`src/rtl/ahbl_pkg.sv`:
```
// Shared AHB-Lite definitions: transfer types, responses and the master index
// used by the two-master arbiter.
package ahbl_pkg;

   typedef enum logic [1:0] {
      HTRANS_IDLE   = 2'b00,
      HTRANS_BUSY   = 2'b01,
      HTRANS_NONSEQ = 2'b10,
      HTRANS_SEQ    = 2'b11
   } htrans_t;

   typedef enum logic {
      HRESP_OKAY  = 1'b0,
      HRESP_ERROR = 1'b1
   } hresp_t;

   typedef logic master_idx_t;
   localparam master_idx_t MASTER0 = 1'b0;
   localparam master_idx_t MASTER1 = 1'b1;

   // A master only sees the slave's HREADY while it owns the address phase or
   // the in-flight data phase; a stalled NONSEQ is held with HREADY low.
   function automatic logic master_ready(input logic       in_reset,
                                         input logic       is_owner,
                                         input logic       in_data_phase,
                                         input logic [1:0] htrans,
                                         input logic       hready);
      logic rdy;
      rdy = 1'b1;
      if (in_reset)
         rdy = 1'b1;
      else if (is_owner || in_data_phase)
         rdy = hready;
      else if (htrans == HTRANS_NONSEQ)
         rdy = 1'b0;
      return rdy;
   endfunction

endpackage

```
`src/rtl/ahbl_master_arbiter_if.sv`:
```
// One AHB-Lite bus segment; the master modport drives address/control/write
// data, the slave modport returns read data, ready and response.
interface ahbl_master_arbiter_if #(
   parameter int ADDR_WIDTH = 32,
   parameter int DATA_WIDTH = 32
);
   logic [ADDR_WIDTH-1:0] HADDR;
   logic [1:0]            HTRANS;
   logic                  HWRITE;
   logic [2:0]            HSIZE;
   logic [2:0]            HBURST;
   logic [3:0]            HPROT;
   logic                  HMASTLOCK;
   logic [DATA_WIDTH-1:0] HWDATA;
   logic [DATA_WIDTH-1:0] HRDATA;
   logic                  HREADY;
   logic                  HRESP;

   modport master (
      output HADDR, HTRANS, HWRITE, HSIZE, HBURST, HPROT, HMASTLOCK, HWDATA,
      input  HRDATA, HREADY, HRESP
   );

   modport slave (
      input  HADDR, HTRANS, HWRITE, HSIZE, HBURST, HPROT, HMASTLOCK, HWDATA,
      output HRDATA, HREADY, HRESP
   );
endinterface

```
`src/rtl/ahbl_rr_arb2.sv`:
```
// Address-phase grant for two masters: the owner keeps the bus while active or
// locked; on a free accepted cycle a waiting NONSEQ takes over, alternating.
module ahbl_rr_arb2
   import ahbl_pkg::*;
#(
   parameter bit DEFAULT_MASTER = 1'b0
) (
   input  logic        clk,
   input  logic        rst,
   input  logic [1:0]  htrans0,
   input  logic [1:0]  htrans1,
   input  logic        lock0,
   input  logic        lock1,
   input  logic        hready,
   output master_idx_t owner
);

   logic [1:0]  htrans_v [2];
   logic [1:0]  lock_v;
   logic [1:0]  req_v;
   master_idx_t owner_reg;
   master_idx_t owner_next;
   master_idx_t last_grant_reg;
   master_idx_t last_grant_next;
   master_idx_t other_grant;
   logic        owner_busy;

   assign htrans_v[0] = htrans0;
   assign htrans_v[1] = htrans1;
   assign lock_v      = {lock1, lock0};
   assign other_grant = ~last_grant_reg;

   generate
      for (genvar gi = 0; gi < 2; gi++) begin : g_req
         assign req_v[gi] = (htrans_v[gi] == HTRANS_NONSEQ);
      end
   endgenerate

   always_ff @(posedge clk or posedge rst) begin
      if (rst) begin
         owner_reg      <= DEFAULT_MASTER;
         last_grant_reg <= DEFAULT_MASTER;
      end else begin
         owner_reg      <= owner_next;
         last_grant_reg <= last_grant_next;
      end
   end

   // IDLE cycles inside a locked sequence still count as busy.
   always_comb begin
      owner_next      = owner_reg;
      last_grant_next = last_grant_reg;
      owner_busy      = (htrans_v[owner_reg] != HTRANS_IDLE) || lock_v[owner_reg];
      if (hready && !owner_busy && req_v[other_grant]) begin
         owner_next      = other_grant;
         last_grant_next = other_grant;
      end
   end

   assign owner = owner_reg;

endmodule

```
`src/rtl/ahbl_master_arbiter.sv`:
```
// Two-master AHB-Lite arbiter: muxes the address phase from the grant owner
// and routes write data and responses by the registered data-phase owner.
module ahbl_master_arbiter
   import ahbl_pkg::*;
#(
   parameter int ADDR_WIDTH     = 32,
   parameter int DATA_WIDTH     = 32,
   parameter bit DEFAULT_MASTER = 1'b0
) (
   input  logic                  HCLK,
   input  logic                  HRESET,
   ahbl_master_arbiter_if.slave  m0,
   ahbl_master_arbiter_if.slave  m1,
   ahbl_master_arbiter_if.master bus,
   output logic                  GRANT
);

   master_idx_t           addr_owner;
   master_idx_t           data_owner_reg;
   logic                  data_active_reg;
   logic [ADDR_WIDTH-1:0] haddr_mux;
   logic [DATA_WIDTH-1:0] hwdata_mux;
   logic [1:0]            htrans_mux;
   logic                  m0_data;
   logic                  m1_data;

   ahbl_rr_arb2 #(
      .DEFAULT_MASTER(DEFAULT_MASTER)
   ) u_arb (
      .clk    (HCLK),
      .rst    (HRESET),
      .htrans0(m0.HTRANS),
      .htrans1(m1.HTRANS),
      .lock0  (m0.HMASTLOCK),
      .lock1  (m1.HMASTLOCK),
      .hready (bus.HREADY),
      .owner  (addr_owner)
   );

   // Data phase follows the address phase accepted at each ready edge.
   always_ff @(posedge HCLK or posedge HRESET) begin
      if (HRESET) begin
         data_owner_reg  <= DEFAULT_MASTER;
         data_active_reg <= 1'b0;
      end else if (bus.HREADY) begin
         data_owner_reg  <= addr_owner;
         data_active_reg <= htrans_mux[1];
      end
   end

   assign haddr_mux  = (addr_owner == MASTER1) ? m1.HADDR  : m0.HADDR;
   assign htrans_mux = (addr_owner == MASTER1) ? m1.HTRANS : m0.HTRANS;
   assign hwdata_mux = (data_owner_reg == MASTER1) ? m1.HWDATA : m0.HWDATA;

   assign bus.HADDR     = haddr_mux;
   assign bus.HTRANS    = HRESET ? HTRANS_IDLE : htrans_mux;
   assign bus.HWRITE    = (addr_owner == MASTER1) ? m1.HWRITE    : m0.HWRITE;
   assign bus.HSIZE     = (addr_owner == MASTER1) ? m1.HSIZE     : m0.HSIZE;
   assign bus.HBURST    = (addr_owner == MASTER1) ? m1.HBURST    : m0.HBURST;
   assign bus.HPROT     = (addr_owner == MASTER1) ? m1.HPROT     : m0.HPROT;
   assign bus.HMASTLOCK = (addr_owner == MASTER1) ? m1.HMASTLOCK : m0.HMASTLOCK;
   assign bus.HWDATA    = hwdata_mux;

   assign m0_data = data_active_reg && (data_owner_reg == MASTER0);
   assign m1_data = data_active_reg && (data_owner_reg == MASTER1);

   assign m0.HRDATA = bus.HRDATA;
   assign m1.HRDATA = bus.HRDATA;
   assign m0.HREADY = master_ready(HRESET, addr_owner == MASTER0, m0_data,
                                   m0.HTRANS, bus.HREADY);
   assign m1.HREADY = master_ready(HRESET, addr_owner == MASTER1, m1_data,
                                   m1.HTRANS, bus.HREADY);
   assign m0.HRESP  = m0_data ? bus.HRESP : HRESP_OKAY;
   assign m1.HRESP  = m1_data ? bus.HRESP : HRESP_OKAY;

   assign GRANT = addr_owner;

endmodule

```
`src/flat_wrapper.sv`:
```
// flat-port wrapper written by rule: the top's interface ports become plain ports
module ahbl_master_arbiter_flat import ahbl_pkg::*;
#(
   parameter int ADDR_WIDTH     = 32,
   parameter int DATA_WIDTH     = 32,
   parameter bit DEFAULT_MASTER = 1'b0
)
  (HCLK, HRESET, GRANT, m0_HADDR, m0_HTRANS, m0_HWRITE, m0_HSIZE, m0_HBURST, m0_HPROT, m0_HMASTLOCK, m0_HWDATA, m0_HRDATA, m0_HREADY, m0_HRESP, m1_HADDR, m1_HTRANS, m1_HWRITE, m1_HSIZE, m1_HBURST, m1_HPROT, m1_HMASTLOCK, m1_HWDATA, m1_HRDATA, m1_HREADY, m1_HRESP, bus_HADDR, bus_HTRANS, bus_HWRITE, bus_HSIZE, bus_HBURST, bus_HPROT, bus_HMASTLOCK, bus_HWDATA, bus_HRDATA, bus_HREADY, bus_HRESP);
  ahbl_master_arbiter_if #(.ADDR_WIDTH(ADDR_WIDTH), .DATA_WIDTH(DATA_WIDTH)) m0_i ();
  ahbl_master_arbiter_if #(.ADDR_WIDTH(ADDR_WIDTH), .DATA_WIDTH(DATA_WIDTH)) m1_i ();
  ahbl_master_arbiter_if #(.ADDR_WIDTH(ADDR_WIDTH), .DATA_WIDTH(DATA_WIDTH)) bus_i ();
  input  logic HCLK;
  input  logic HRESET;
  output logic GRANT;
  input wire logic [$bits(m0_i.HADDR)-1:0] m0_HADDR;
  input wire logic [$bits(m0_i.HTRANS)-1:0] m0_HTRANS;
  input wire logic [$bits(m0_i.HWRITE)-1:0] m0_HWRITE;
  input wire logic [$bits(m0_i.HSIZE)-1:0] m0_HSIZE;
  input wire logic [$bits(m0_i.HBURST)-1:0] m0_HBURST;
  input wire logic [$bits(m0_i.HPROT)-1:0] m0_HPROT;
  input wire logic [$bits(m0_i.HMASTLOCK)-1:0] m0_HMASTLOCK;
  input wire logic [$bits(m0_i.HWDATA)-1:0] m0_HWDATA;
  output wire logic [$bits(m0_i.HRDATA)-1:0] m0_HRDATA;
  output wire logic [$bits(m0_i.HREADY)-1:0] m0_HREADY;
  output wire logic [$bits(m0_i.HRESP)-1:0] m0_HRESP;
  input wire logic [$bits(m1_i.HADDR)-1:0] m1_HADDR;
  input wire logic [$bits(m1_i.HTRANS)-1:0] m1_HTRANS;
  input wire logic [$bits(m1_i.HWRITE)-1:0] m1_HWRITE;
  input wire logic [$bits(m1_i.HSIZE)-1:0] m1_HSIZE;
  input wire logic [$bits(m1_i.HBURST)-1:0] m1_HBURST;
  input wire logic [$bits(m1_i.HPROT)-1:0] m1_HPROT;
  input wire logic [$bits(m1_i.HMASTLOCK)-1:0] m1_HMASTLOCK;
  input wire logic [$bits(m1_i.HWDATA)-1:0] m1_HWDATA;
  output wire logic [$bits(m1_i.HRDATA)-1:0] m1_HRDATA;
  output wire logic [$bits(m1_i.HREADY)-1:0] m1_HREADY;
  output wire logic [$bits(m1_i.HRESP)-1:0] m1_HRESP;
  output wire logic [$bits(bus_i.HADDR)-1:0] bus_HADDR;
  output wire logic [$bits(bus_i.HTRANS)-1:0] bus_HTRANS;
  output wire logic [$bits(bus_i.HWRITE)-1:0] bus_HWRITE;
  output wire logic [$bits(bus_i.HSIZE)-1:0] bus_HSIZE;
  output wire logic [$bits(bus_i.HBURST)-1:0] bus_HBURST;
  output wire logic [$bits(bus_i.HPROT)-1:0] bus_HPROT;
  output wire logic [$bits(bus_i.HMASTLOCK)-1:0] bus_HMASTLOCK;
  output wire logic [$bits(bus_i.HWDATA)-1:0] bus_HWDATA;
  input wire logic [$bits(bus_i.HRDATA)-1:0] bus_HRDATA;
  input wire logic [$bits(bus_i.HREADY)-1:0] bus_HREADY;
  input wire logic [$bits(bus_i.HRESP)-1:0] bus_HRESP;
  assign m0_i.HADDR = m0_HADDR;
  assign m0_i.HTRANS = m0_HTRANS;
  assign m0_i.HWRITE = m0_HWRITE;
  assign m0_i.HSIZE = m0_HSIZE;
  assign m0_i.HBURST = m0_HBURST;
  assign m0_i.HPROT = m0_HPROT;
  assign m0_i.HMASTLOCK = m0_HMASTLOCK;
  assign m0_i.HWDATA = m0_HWDATA;
  assign m0_HRDATA = m0_i.HRDATA;
  assign m0_HREADY = m0_i.HREADY;
  assign m0_HRESP = m0_i.HRESP;
  assign m1_i.HADDR = m1_HADDR;
  assign m1_i.HTRANS = m1_HTRANS;
  assign m1_i.HWRITE = m1_HWRITE;
  assign m1_i.HSIZE = m1_HSIZE;
  assign m1_i.HBURST = m1_HBURST;
  assign m1_i.HPROT = m1_HPROT;
  assign m1_i.HMASTLOCK = m1_HMASTLOCK;
  assign m1_i.HWDATA = m1_HWDATA;
  assign m1_HRDATA = m1_i.HRDATA;
  assign m1_HREADY = m1_i.HREADY;
  assign m1_HRESP = m1_i.HRESP;
  assign bus_HADDR = bus_i.HADDR;
  assign bus_HTRANS = bus_i.HTRANS;
  assign bus_HWRITE = bus_i.HWRITE;
  assign bus_HSIZE = bus_i.HSIZE;
  assign bus_HBURST = bus_i.HBURST;
  assign bus_HPROT = bus_i.HPROT;
  assign bus_HMASTLOCK = bus_i.HMASTLOCK;
  assign bus_HWDATA = bus_i.HWDATA;
  assign bus_i.HRDATA = bus_HRDATA;
  assign bus_i.HREADY = bus_HREADY;
  assign bus_i.HRESP = bus_HRESP;
  ahbl_master_arbiter #(.ADDR_WIDTH(ADDR_WIDTH), .DATA_WIDTH(DATA_WIDTH), .DEFAULT_MASTER(DEFAULT_MASTER)) u_core (.HCLK(HCLK), .HRESET(HRESET), .m0(m0_i), .m1(m1_i), .bus(bus_i), .GRANT(GRANT));
endmodule
```
`config.mk`:
```
export PLATFORM = sky130hd
export DESIGN_NAME = ahbl_master_arbiter_flat
export DESIGN_NICKNAME = d
export VERILOG_FILES = /design/src/rtl/ahbl_pkg.sv /design/src/rtl/ahbl_master_arbiter_if.sv /design/src/rtl/ahbl_rr_arb2.sv /design/src/rtl/ahbl_master_arbiter.sv /design/src/flat_wrapper.sv
export SDC_FILE = /design/constraint.sdc
export NUM_CORES = 1
export LEC_CHECK = 0
export CORE_AREA = 2 2 130 132
export CTS_CLUSTER_DIAMETER = 200
export DETAILED_ROUTE_END_ITERATION = 8
export DIE_AREA = 0 0 132 134
export PLACE_DENSITY = 0.51
export SKIP_CTS_REPAIR_TIMING = 1
export SKIP_LAST_GASP = 1
export SLEW_MARGIN = 20
export SYNTH_ARGS = -nofsm -noshare
export SYNTH_HDL_FRONTEND = slang
export SYNTH_HIERARCHICAL = 1
export SYNTH_SLANG_ARGS = --single-unit
```
`constraint.sdc`:
```
create_clock -name HCLK -period 1.34 [get_ports HCLK]
set_clock_uncertainty 0.15 [all_clocks]
set_input_delay 0.402 -clock HCLK [delete_from_list [all_inputs] [get_ports HCLK]]
set_output_delay 0.402 -clock HCLK [all_outputs]
set_load 0.005 [all_outputs]
```
==> results.sh <==
export IMPL_timing_final_crit_share=1.68
export IMPL_setup_violations=85
export IMPL_synthArstFlopShare=1.00
export IMPL_die_area_sq_mm=0.0177
export IMPL_worstPathMaxFanout=23
export IMPL_grt_pass1_vias=2216
export IMPL_synth_cells=180
export IMPL_gr_total_overflow=0
export IMPL_dr_pass1_iters=2
export IMPL_arrival_ns=1.70
export IMPL_io_pin_count=339
export IMPL_reg2reg_depth=4
export IMPL_clock_sinks=3
export IMPL_maxSlewHeadroom=0.836
export IMPL_fp_dieH_um=134
export IMPL_synth_most_common_cell="mux2_2"
export IMPL_first_iter_violations=12
export IMPL_synth_yosys_warnings=6
export IMPL_grt_usage=0.0936
export IMPL_status="finished, violations left"
export IMPL_clkLatencyLatePin_ns=0.22
export IMPL_ys_seq_area_frac=0.0442
export IMPL_rsz0062_at_grt="true"
export IMPL_remaining_drc_errors=0
export IMPL_cts_buffers=3
export IMPL_final_util=0.275
export IMPL_min_period_ns=2.25
export IMPL_grt_first_pass_wirelength_um=13000
export IMPL_row_count=47
export IMPL_h_tree_depth=1
export IMPL_violations="setup timing"
export IMPL_leakagePower_nw=1.99
export IMPL_ys_ff_latch=3
export IMPL_yosys_top_cells_count="mux2_2 (72), buf_4 (64), buf_6 (10), nor2_1 (7), mux2_4 (5)"
export IMPL_startpoint_type="flip-flop"
export IMPL_critPathRequiredTime_ns=0.79
export IMPL_crit_type="flip-flop to output port"
export IMPL_power_density_mw_per_mm2=392
export IMPL_hpwl_um=8140
export IMPL_ant_nets=0
export IMPL_grt_max_degree=47
export IMPL_gp_congestion=0.834
export IMPL_drive_above_1_share=0.365
export IMPL_num_nets_final=585
export IMPL_die_x_um=132
export IMPL_synth_edf_count=0
export IMPL_dpl_cell_area_sq_mm=0.00413
export IMPL_fin_setup_tns_ns=-66.25
export IMPL_avgSynthCellArea_sq_um=9.44
export IMPL_wl_per_cell_um=16.0
export IMPL_grt_antenna_before_repair=0
export IMPL_clk_path_buf_depth=2
export IMPL_finalWorstSetupSlack_ns=-0.910
export IMPL_io_buffers=242
export IMPL_r2r_end="u_core/data_owner_reg"
export IMPL_r2r_start="u_core/u_arb/owner"
export IMPL_timing_reg2reg_setup_slack_ns=-0.05
export IMPL_maxCapViolCount=0
export IMPL_hold_class="input pin to async pin"
export IMPL_synth_top_cell_area_share=0.477
export IMPL_synth_area_leaders="mux2_2 (48%), buf_4 (28%), buf_6 (6.6%), dfrtp_1 (4.4%), mux2_4 (4.4%)"
export IMPL_num_antenna_cells=0
export IMPL_final_area_sq_mm=0.00448
export IMPL_root_buffer="clkbuf_16"
export IMPL_yosysUniqueCellTypes=19
export IMPL_netlist_area_sq_mm=0.00170
export IMPL_irDropWorstVdd_v=0.000409
export IMPL_clk_pin_slew_ns=0.03
export IMPL_routed_wirelength_um=9790
export IMPL_viasPerCell=3.48
export IMPL_endpoint_kind="output port"
export IMPL_synthesis_nets=372
export IMPL_fp_coreArea_sq_mm=0.0163
export IMPL_synthToLayoutAreaGrowth_pct=164
export IMPL_fmax_ghz=0.444
export IMPL_slew_viol_final=0
export IMPL_hold_violations=0
export IMPL_vias=2130
export IMPL_synth_flop_cell="dfrtp_1"
export IMPL_initial_core_util=0.104
export IMPL_worst_pin_slew_ns=0.245
export IMPL_cts_tree="built"
export IMPL_yosys_area_top_type="mux2_2"
## cell families after synthesis
group	count (synthesis)	synth area share
buffers and inverters	78	0.358
AO/OA/AOI/OAI	7	0.0302
flip-flops	3	0.0442
multiplexers	79	0.533
AND/OR/NAND/NOR	13	0.0346
## worst max-delay path: stages (launching register included)
cell and delay (ns):
dfrtp_2 0.42, clkbuf_16 0.24, mux2_2 0.35, clkdlybuf4s50_1 0.44
## power by group
| group | internal [mW] | leakage [nW] | switching, mW |
|---|---|---|---|
| Combinational | 0.887 | 1.92 | 0.291 |
| Clock | 0.393 | 0.0382 | 0.0815 |
| Sequential | 0.0962 | 0.0355 | 0.00737 |
| Total | 1.38 | 1.99 | 0.380 |
## per-layer routing
metal	share of wire	GRT usage	wire (um)
met1	0.36	0.0955	3510
met2	0.54	0.188	5290
met3	0.082	0.0219	800
met4	0.019	0.0272	190
met5	0	0	0
## final cells by class
type	count	area, sq um
inverters	4	15.0
multi-input cells	99	1180
repair buffers	282	2850
well taps	220	275
clock buffers	4	78.8
flip-flops and latches	3	77.6
fillers	1726	11800
## how the worst max path moves through the flow
stage	start	end	slack (ns)	depth (start not counted)
6_report	u_core/u_arb/owner	bus_HADDR[29]	-0.91	3
3_5_place_dp	HRESET	m0_HREADY	-0.98	4
5_1_grt	u_core/u_arb/owner	bus_HADDR[0]	-0.97	3
3_3_place_gp	HRESET	m0_HREADY	-0.98	4
4_1_cts	HRESET	m0_HREADY	-0.98	4
2_1_floorplan	u_core/u_arb/owner	m1_HREADY	-0.19	5
## through the flow
step / hold slack (ns) / setup slack (ns) / std cells / power (mW)
6_report: 0.0998 / -0.910 / 612 / 1.76
5_1_grt: 0.123 / -0.971 / 612 / 1.84
4_1_cts: 0.435 / -0.979 / 592 / 1.76
3_5_place_dp: 0.438 / -0.979 / 588 / 1.27
3_3_place_gp: 0.418 / -0.976 / 588 / 1.26
2_1_floorplan: -0.0193 / -0.192 / 180 / 0.558
## cell usage in the layout, fill, tap and decap left out, drive strengths merged
master / Yosys / layout
mux2i: 2 / 2
nand2: 2 / 2
a41oi: 1 / 1
nor2: 7 / 7
nor3: 1 / 1
a211oi: 1 / 1
a2bb2oi: 1 / 1
a21oi: 2 / 2
dfrtp: 3 / 3
nand2b: 1 / 1
and3: 1 / 1
mux2: 77 / 77
clkbuf: 0 / 14
nor3b: 1 / 1
inv: 4 / 4
a31oi: 2 / 2
clkdlybuf4s50: 0 / 198
dlymetal6s2s: 0 / 27
buf: 74 / 47
Note: power is estimated with default switching activity, not from simulation.
